--- src/rtl/rock_pkg.sv ---
// Shared definitions for the rocking control path (controller and motor driver).
package rock_pkg;

    localparam int AMP_W           = 3;
    localparam int FREQ_W          = 3;
    localparam int PHASE_W_DEFAULT = 8;
    localparam int PWM_W_DEFAULT   = 8;

    typedef logic [AMP_W-1:0]  amp_t;
    typedef logic [FREQ_W-1:0] freq_t;

    typedef enum logic {
        MODE_IDLE = 1'b0,
        MODE_RUN  = 1'b1
    } mode_e;

    // Moves the applied amplitude one unit toward the target so the cradle never jerks.
    function automatic amp_t stepToward(input amp_t cur, input amp_t target);
        amp_t result;
        result = cur;
        if (cur < target) begin
            result = cur + amp_t'(1);
        end else if (cur > target) begin
            result = cur - amp_t'(1);
        end
        return result;
    endfunction

endpackage

--- src/rtl/rock_pwm.sv ---
// Free-running PWM counter with a registered compare against the requested duty.
module rock_pwm
    import rock_pkg::*;
#(
    parameter int PWM_W = PWM_W_DEFAULT
) (
    input  logic             clk,
    input  logic             reset,
    input  logic [PWM_W-1:0] duty,
    input  logic             en,
    output logic             pwm
);

    logic [PWM_W-1:0] r_cnt;
    logic             r_pwm;

    always_ff @(posedge clk or negedge reset) begin
        if (!reset) begin
            r_cnt <= '0;
            r_pwm <= 1'b0;
        end else begin
            r_cnt <= r_cnt + PWM_W'(1);
            r_pwm <= en && (r_cnt < duty);
        end
    end

    assign pwm = r_pwm;

endmodule

--- src/rtl/rock_motor_driver.sv ---
// Motor-side driver: tick-driven phase accumulator for direction, ramped amplitude for PWM duty.
module rock_motor_driver
    import rock_pkg::*;
#(
    parameter int PHASE_W = PHASE_W_DEFAULT,
    parameter int PWM_W   = PWM_W_DEFAULT
) (
    input  logic              clk,
    input  logic              reset,
    input  logic              tick,
    input  logic [AMP_W-1:0]  amp,
    input  logic [FREQ_W-1:0] freq,
    output logic              pwm,
    output logic              dir,
    output logic              motor_en,
    output logic [AMP_W-1:0]  act_amp,
    output logic [FREQ_W-1:0] act_freq,
    output logic              cycle_pulse
);

    logic [PHASE_W-1:0] r_phase;
    amp_t               r_actAmp;
    freq_t              r_actFreq;
    logic               r_cyclePulse;

    logic [PHASE_W-1:0] w_phaseNext;
    amp_t               w_actAmpNext;
    freq_t              w_actFreqNext;
    logic               w_cyclePulseNext;
    logic [PHASE_W:0]   w_sum;
    logic               w_wrap;
    logic               w_cross;
    mode_e              w_mode;
    logic [PWM_W-1:0]   w_duty;

    assign w_mode  = (r_actFreq != '0) ? MODE_RUN : MODE_IDLE;
    assign w_sum   = {1'b0, r_phase} + {{(PHASE_W + 1 - FREQ_W){1'b0}}, r_actFreq};
    assign w_wrap  = w_sum[PHASE_W];
    assign w_cross = w_sum[PHASE_W-1] ^ r_phase[PHASE_W-1];

    always_ff @(posedge clk or negedge reset) begin
        if (!reset) begin
            r_phase      <= '0;
            r_actAmp     <= '0;
            r_actFreq    <= '0;
            r_cyclePulse <= 1'b0;
        end else begin
            r_phase      <= w_phaseNext;
            r_actAmp     <= w_actAmpNext;
            r_actFreq    <= w_actFreqNext;
            r_cyclePulse <= w_cyclePulseNext;
        end
    end

    // Setpoints are only taken at swing boundaries: freq at start or wrap, amp at half crossings.
    always_comb begin
        w_phaseNext      = r_phase;
        w_actAmpNext     = r_actAmp;
        w_actFreqNext    = r_actFreq;
        w_cyclePulseNext = 1'b0;
        if (tick) begin
            unique case (w_mode)
                MODE_IDLE: begin
                    if (freq != '0) begin
                        w_actFreqNext = freq;
                        w_actAmpNext  = '0;
                    end
                end
                MODE_RUN: begin
                    w_phaseNext = w_sum[PHASE_W-1:0];
                    if (w_cross) begin
                        w_actAmpNext = stepToward(r_actAmp, amp);
                    end
                    if (w_wrap) begin
                        w_cyclePulseNext = 1'b1;
                        if (freq != '0) begin
                            w_actFreqNext = freq;
                        end else begin
                            w_actFreqNext = '0;
                            w_actAmpNext  = '0;
                            w_phaseNext   = '0;
                        end
                    end
                end
            endcase
        end
    end

    assign w_duty = {r_actAmp, {(PWM_W - AMP_W){1'b0}}};

    rock_pwm #(
        .PWM_W(PWM_W)
    ) u_pwm (
        .clk  (clk),
        .reset(reset),
        .duty (w_duty),
        .en   (motor_en),
        .pwm  (pwm)
    );

    assign dir         = r_phase[PHASE_W-1];
    assign motor_en    = (r_actFreq != '0) && (r_actAmp != '0);
    assign act_amp     = r_actAmp;
    assign act_freq    = r_actFreq;
    assign cycle_pulse = r_cyclePulse;

endmodule

--- config.mk ---
export PLATFORM = sky130hd
export DESIGN_NAME = rock_motor_driver
export DESIGN_NICKNAME = d
export VERILOG_FILES = /design/src/rtl/rock_pkg.sv /design/src/rtl/rock_pwm.sv /design/src/rtl/rock_motor_driver.sv
export SDC_FILE = /design/constraint.sdc
export NUM_CORES = 1
export LEC_CHECK = 0
export CORE_AREA = 2 2 86 47
export DETAILED_ROUTE_END_ITERATION = 8
export DIE_AREA = 0 0 88 49
export GPL_TIMING_DRIVEN = 0
export PLACE_DENSITY = 0.71
export SLEW_MARGIN = 10
export SYNTH_ARGS = -nofsm -noshare
export SYNTH_HDL_FRONTEND = slang
export SYNTH_SLANG_ARGS = --single-unit
--- constraint.sdc ---
create_clock -name clk -period 3.74 [get_ports clk]
set_clock_uncertainty 0.2 [all_clocks]
set_input_delay 1.122 -clock clk [delete_from_list [all_inputs] [get_ports clk]]
set_output_delay 1.122 -clock clk [all_outputs]
set_load 0.05 [all_outputs]
== Yosys cells after proc, flatten, opt, wreduce, memory -nomap -nowiden ==
Index checks and enable logic that the tools add are counted.

* Input port bits: 9
* Word-level logic and storage cells: 42
* Output and inout bits: 10
* Bits in registers: 24

* $add $sub $neg: 4
* Multiplexer cells: 17
* Eq/ne operators: 2
* Bitwise operators: 2
* Order comparisons: 3
* Reductions and logical operators: 8

{| class="wikitable"
|+ Operator list
! cell !! number
|-
| 2-to-1 mux 3 bit || 9
|-
| 2-to-1 mux 8 bit || 2
|-
| one-hot mux 3 bit (2 select lines) || 2
|-
| adder 8 x 3 -> 9 bit || 1
|-
| nonzero test 3 bit || 3
|-
| adder 8 x 1 -> 8 bit (second input constant) || 1
|-
| < comparator 8 bit || 1
|-
| 2-to-1 mux 1 bit || 4
|-
| inequality test 2 bit (second input constant) || 2
|-
| AND reduction 2 bit || 2
|-
| adder 3 x 1 -> 3 bit (second input constant) || 1
|-
| > comparator 3 bit || 1
|-
| < comparator 3 bit || 1
|-
| AND reduction 3 bit || 1
|-
| subtractor 3 x 1 -> 3 bit (second input constant) || 1
|-
| logical AND 1 bit || 2
|-
| NOT 1 bit || 1
|-
| bitwise XOR 1 bit || 1
|}

== Depth between registers and ports, before layout ==
Gate-level depths: netlist (run 1).

* Depth after elaboration: 7
* Depth in mapped cells: 8

== Cells and area by module ==
Synthesis (run 1) repeated with hierarchy kept, for this count alone.

* Cells, all modules: 144
* Area total of the unflattened synthesis: 1,478.9 µm²

{| class="wikitable"
|+ Modules (own cells, without submodules)
! module !! sequential area each (µm²) !! area each (µm²) !! times used !! cells each
|-
| rock_motor_driver || 375.4 || 963.4 || 1 || 99
|-
| rock_pwm || 225.2 || 515.5 || 1 || 45
|}

== Worst setup path before layout (run 1) ==
OpenSTA, ideal clock, no wires.

* Path type: reg2out
* Start: register r_actAmp[0] (netlist: act_amp[0])
* End: output port motor_en
* Data required time: 2.418 ns
* Stages on the path, launching flop included: 4
* Slack: 0.565 ns
* Path buffers: 0
* Arrival time: 1.853 ns
* Path through: dfrtp_1 inv_1 ha_1 a21oi_1

* Word-level cells in the longest chain between the ends: 2

{| class="wikitable"
|+ Ends and longest elaborated chain
! what !! line !! source
|-
| start, declared || rock_motor_driver.sv:22 || <nowiki>amp_t r_actAmp;</nowiki>
|-
| start signal, assigned || rock_motor_driver.sv:49 || <nowiki>r_actAmp <= w_actAmpNext;</nowiki>
|-
| nonzero test 3 bit || rock_motor_driver.sv:102 || <nowiki>assign motor_en = (r_actFreq != '0) && (r_actAmp != '0);</nowiki>
|-
| logical AND 1 bit || rock_motor_driver.sv:102 ||
|-
| end, declared || rock_motor_driver.sv:15 || <nowiki>output logic motor_en,</nowiki>
|}

Every way passes these cells.

== Worst setup path after layout (run 1) ==
Ends and elaborated chain as after synthesis.

==> results.cfg, run 1 <==
[global_route]
grt_first_pass_wirelength_mm = 4.51
first_global_vias = 972
grt_usage_pct = 13.7
gr-total-overflow = 0
met2_usage_pct = 20.5
grt_max_degree = 25
grt.busiest_layer = met2
grt_antenna_before_repair = 0
met1_usage_pct = 19.4
met3_usage_pct = 2.71

[power_and_ir_drop]
finalPower_w = 0.00100
p_per_area_nw_per_um2 = 598
p_clk_share_pct = 17.2
swShare_pct = 40.7
sequentialPowerShare_pct = 38.3
pwr-share-comb_pct = 44.5
p_int_w = 0.000593
switching_power_w = 0.000407
ir_worst_vdd_mv = 0.178
p_leak_nw = 0.764

[cts]
clock_path_buffers = 2
cts_hold_buf = 0
htreeDepth = 1
cts_root_buf = clkbuf_8
clock-sinks = 24
clk_latency_ns = 0.26
ctsResizeCount = 0
cts_tree = done
clk_pin_slew_ns = 0.08
cts_buffers = 3
post-cts-setup-buffers = 0

[worst_hold_path]
hold_end = u_pwm.r_cnt[0]$_DFF_PN0_
whs_path_depth = 1
min_from = u_pwm.r_cnt[0]$_DFF_PN0_
hold_class = flop to flop

[routing]
routed_wl_mm = 2.57
first_pass_iters = 4
routedWlPerCell_um = 12.7
drt_iter0_markers = 32
route.vias.total = 974
via_per_inst = 4.82
detail-route-antenna-nets = 0
route.detailed.drc = 0

[flow_run]
maxCapViolCount = 0

[setup_path]
worst_ep_arrival_time_ns = 2.11
critPathSlowestCell = clkdlybuf4s50_1
cp-end-kind = output pin
reg2reg_from = act_freq[0]$_DFFE_PN0P_
r2r-end = act_freq[2]$_DFFE_PN0P_
crit_type = flop to output pin
crit_chain = inv_1 > ha_1 > a21oi_1 > clkdlybuf4s50_1
required_ns = 2.42
crit_path_start_kind = flop
path_max_fanout = 5
crit_path_max_incr_delay_ns = 0.85
worstRegToRegCells = 8
r2r_slack_ns = 1.38

[finish]
final_area_um2 = 1670
area_growth_pct = 22.1
diodes = 0
drive_gt1_share_pct = 11.5
fin_nets = 171

[placed_design]
io_buffer_count = 18
place.gp.congestion = 0.767
hpwl_mm = 2.00
placed_cell_area_um2 = 1620

[timing]
slew_viol_final = 0
finalCritPeriodShare_pct = 91.7
clock.fmax_ghz = 0.291
relSlewSlack_pct = 30.0
worst_slew_pin_slew_ns = 1.05
rsz0062_at_grt = false
finalCriticalPeriod_ns = 3.43
timing_hold_violations_final = 0
fin_setup_tns_ns = 0
hold_ws_ns = 0.258
setup_viol = 0

[die]
rows = 16
core_um2 = 3620
die_h_um = 49
initial_core_util_pct = 37.8
ios = 19
die_w_um = 88
die_area_um2 = 4310

[yosys]
syn_nets = 148
synth_warnings = 0
synth-seq-cells = 24
ys_seq_area_share_pct = 43.9
async_reset_ff_share_pct = 100
avgSynthCellArea_um2 = 10.9
synth_cells = 126
ys.flop_type = dfrtp_1
synth_area_um2 = 1370
synth_edf_count = 0
synthDistinctLibCells = 38

[run_status]
outcome = completed
==> cell usage after synthesis (all sizes together), types with 4 or more instances <==
cell	count	area (µm²)
nand2	10	42.5
nor3	4	20.0
nand3	5	25.0
dfrtp	24	601
inv	13	48.8
nor2	5	18.8
a21oi	4	31.3
o21ai	5	28.8
ha	12	150
xnor2	9	78.8
==> logic make-up (layout without fill, tap and decap cells) <==
logic type / count (synthesis) / in the layout / synth area share, %
xor+xnor: 12 / 12 / 7.68
flops: 24 / 24 / 43.9
fa+ha+maj: 13 / 13 / 12.4
mux: 4 / 4 / 4.02
simple gates: 39 / 39 / 15.6
buf+inv: 13 / 35 / 3.57
compound gates: 21 / 21 / 12.8
==> through the flow <==
stage / setup slack (ns) / instances / utilization [%]
3_5_place_dp: 0.455 / 198 / 44.6
2_1_floorplan: 0.565 / 126 / -
6_report: 0.309 / 202 / 46.1
4_1_cts: 0.321 / 202 / 46.1
5_1_grt: 0.230 / 202 / 46.1
3_3_place_gp: 0.524 / 198 / 44.6
==> registers in the layout, indices dropped and copies added (netlist names) <==
register and cells:
act_amp 3, act_freq 3, cycle_pulse 1, r_phase 8, u_pwm.pwm 1, u_pwm.r_cnt 8
==> per-layer routing <==
metal / routed length (µm) / vias up
met5: 0 / -
met4: 35 / 0
met3: 78 / 4
met2: 1120 / 16
met1: 1340 / 471
li1: - / 483
==> power groups by stage <==
stage                     clock network (W)  registers, W  logic (W)
after floorplan                           0      0.000433   0.000270
after global routing               0.000193      0.000393   0.000492
after global placement                    0      0.000380   0.000423
after CTS                          0.000180      0.000382   0.000446
final                              0.000172      0.000383   0.000445
after detailed placement                  0      0.000386   0.000445
==> final cells by class <==
| type | count | area [µm²] |
|---|---|---|
| Clock buffer | 4 | 55.1 |
| Fill cell | 338 | 1950 |
| Inverter | 13 | 48.8 |
| Multi-Input combinational cell | 89 | 719 |
| Sequential cell | 24 | 601 |
| Tap cell | 54 | 67.6 |
| Timing Repair Buffer | 18 | 180 |
==> critical path, delay by kind of cell (launching register included) <==
family	cells	cell delay [ns]
AO/OA/AOI/OAI	1	0.25
adder cells (fa/ha/maj)	1	0.23
buffers and inverters	2	0.98
flip-flops	1	0.39
==> layout by cell type (no fill, tap or decap), drive strengths merged, types with 3 or more instances in the layout <==
master | synthesis | final
xor2 | 3 | 3
xnor2 | 9 | 9
dfrtp | 24 | 24
nand2 | 10 | 10
o21ai | 5 | 5
ha | 12 | 12
and3 | 3 | 3
clkbuf | 0 | 4
a21oi | 4 | 4
nor3 | 4 | 4
nand3 | 5 | 5
nor2 | 5 | 5
inv | 13 | 13
clkdlybuf4s50 | 0 | 18
mux2 | 3 | 3
==> worst max-delay path by stage <==
stage | cells past startpoint | to | from
after floorplan | 3 | motor_en | act_amp[0]$_DFFE_PN0P_
after global placement | 8 | act_amp[2]$_DFFE_PN0P_ | amp[2]
after detailed placement | 8 | act_amp[2]$_DFFE_PN0P_ | amp[2]
after CTS | 4 | motor_en | act_amp[0]$_DFFE_PN0P_
after global routing | 4 | motor_en | act_amp[0]$_DFFE_PN0P_
final | 4 | motor_en | act_amp[0]$_DFFE_PN0P_
Note: power is estimated with default switching activity, not from simulation.
==> inputs of run 2 (changes only) <==
CORE_AREA = 2 2 77 42   (was 2 2 86 47)
DIE_AREA = 0 0 79 44   (was 0 0 88 49)
PLACE_DENSITY = 0.84   (was 0.71)
==> run 2 against run 1 <==
  * Wire length grew 4.4%
  * Clock-buffer cell count shrank 1
  * Sequential power is essentially flat
  * Cell area is essentially flat
  * Critical path type unchanged
  * Largest cell class unchanged
  * Largest power group unchanged
  * Highest routed layer unchanged
==> results.cfg, run 2 (synthesis results as in run 1) <==
[placed_design]
io_buffer_count = 18
hpwl_mm = 2.12
place.gp.congestion = 0.787
dpl.cell_count = 184

[routing]
route.detailed.drc = 0
routedWlPerCell_um = 14.3
drt_iter0_markers = 68
detail-route-antenna-nets = 0
route.vias.total = 991
via_per_inst = 5.27
first_pass_iters = 4
routed_wl_mm = 2.68

[cts]
clock_path_buffers = 2
clk_latency_ns = 0.27
clk_pin_slew_ns = 0.08
cts_buffers = 3
cts_root_buf = clkbuf_8
ctsResizeCount = 0
cts_tree = done
htreeDepth = 1
clock-sinks = 24
post-cts-setup-buffers = 0
cts_hold_buf = 0

[die]
initial_core_util_pct = 48.2
ios = 19
core_um2 = 2840
die_h_um = 44
die_w_um = 79
die_area_um2 = 3480
rows = 14

[global_route]
grt_first_pass_wirelength_mm = 4.64
grt_usage_pct = 17.6
grt_antenna_before_repair = 0
grt_max_degree = 25
first_global_vias = 974
gr-total-overflow = 0

[finish]
area_growth_pct = 22.0
fill_cells = 246
diodes = 0
final_common_cell = dfrtp_1
fin_nets = 171
largestRegisters = r_phase x8, u_pwm.r_cnt x8
drive_gt1_share_pct = 11.5
multi_input_area_um2 = 719
register_area_um2 = 601
final_cell_mix = 24 x dfrtp_1, 18 x clkdlybuf4s50_1, 13 x inv_1
stdcell_count = 188

[power_and_ir_drop]
p_per_area_nw_per_um2 = 631
switching_power_w = 0.000412
finalPower_w = 0.00105
p_clk_share_pct = 21.3
p_int_w = 0.000642
pwr-share-comb_pct = 42.5
ir_worst_vdd_mv = 0.322
swShare_pct = 39.1
p_leak_nw = 0.771
sequentialPowerShare_pct = 36.2

[timing]
timing_hold_violations_final = 0
relSlewSlack_pct = 29.9
rsz0062_at_grt = false
clock.fmax_ghz = 0.302
setup_viol = 0
finalCritPeriodShare_pct = 88.7
finalCriticalPeriod_ns = 3.32
fin_setup_tns_ns = 0
slew_viol_final = 0
worst_slew_pin_slew_ns = 1.05

[setup_path]
crit_chain = nor3_1 > a21oi_1 > clkdlybuf4s50_1
path_max_fanout = 6
cp-end-kind = output pin
r2r_slack_ns = 1.40
critPathSlowestCell = clkdlybuf4s50_1
crit_type = flop to output pin
crit_path_start_kind = flop
required_ns = 2.42
crit_path_max_incr_delay_ns = 0.72
worst_ep_arrival_time_ns = 1.99

[flow_run]
maxCapViolCount = 0

[worst_hold_path]
hold_class = flop to flop

[run_status]
outcome = completed
run 2: cell types whose count changed in the layout (fill, tap and decap cells not counted):
cell | previous run | this run
bufinv_16 | 0 | 1
clkbuf_8 | 4 | 3
run 2: through the flow:
step | hold slack (ns) | instance area, µm² | utilization [%] | worst slack (ns)
6_report | 0.248 | 1670 | 58.9 | 0.424
5_1_grt | 0.264 | 1670 | 58.9 | 0.292
4_1_cts | 0.249 | 1670 | 58.9 | 0.407
3_5_place_dp | 0.236 | 1600 | 56.3 | 0.446
3_3_place_gp | 0.229 | 1600 | 56.3 | 0.522
2_1_floorplan | 0.215 | 1370 | - | 0.565
run 2: power by group through the flow:
stage | combinational (W) | sequential (W) | clock [W]
after floorplan | 0.000270 | 0.000433 | 0
after global placement | 0.000423 | 0.000379 | 0
after detailed placement | 0.000447 | 0.000385 | 0
after CTS | 0.000448 | 0.000380 | 0.000230
after global routing | 0.000484 | 0.000392 | 0.000243
final | 0.000448 | 0.000381 | 0.000224
run 2: cell type report:
| cell class | instances | share of cell area [%] |
|---|---|---|
| inverter | 13 | 2.92 |
| clock inverter | 1 | 1.80 |
| clock buffer | 3 | 2.47 |
| multi-input combinational | 89 | 43.1 |
| timing repair buffer | 18 | 10.8 |
| sequential | 24 | 36.0 |
| tap | 40 | 3.00 |
run 2: routing by layer:
metal | up-vias | track usage, % | part of all wire, %
met2 | 27 | 27.1 | 46
li1 | 485 | - | -
met3 | 8 | 3.75 | 4.1
met5 | - | 0 | 0
met4 | 0 | 7.93 | 2.1
met1 | 471 | 24.4 | 48
run 2: final timing paths:
path / startpoint / endpoint / cells past startpoint
hold / removal: u_pwm.r_cnt[0]$_DFF_PN0_ / u_pwm.r_cnt[0]$_DFF_PN0_ / 1
setup reg to reg: act_freq[0]$_DFFE_PN0P_ / act_freq[1]$_DFFE_PN0P_ / 8
hold reg to reg: u_pwm.r_cnt[0]$_DFF_PN0_ / u_pwm.r_cnt[0]$_DFF_PN0_ / 1
setup / recovery: act_freq[1]$_DFFE_PN0P_ / motor_en / 3
max in group asynchronous: reset / cycle_pulse$_DFF_PN0_ / 1
min in group asynchronous: reset / u_pwm.r_cnt[2]$_DFF_PN0_ / 1
run 2: worst max-delay path: cells and delay by family, from the launching register on:
kind	cells	cell delay (ns)
AOI/OAI and AO/OA	1	0.10
DFF	1	0.47
and+or+nand+nor	1	0.44
buffers and inverters	1	0.72
==> inputs of run 3 (changes only) <==
ABC_CLOCK_PERIOD_IN_PS = 3740   (was not set)
==> results of run 3 <==
No change in the layout: final DEF, timing and power equal those of run 2.
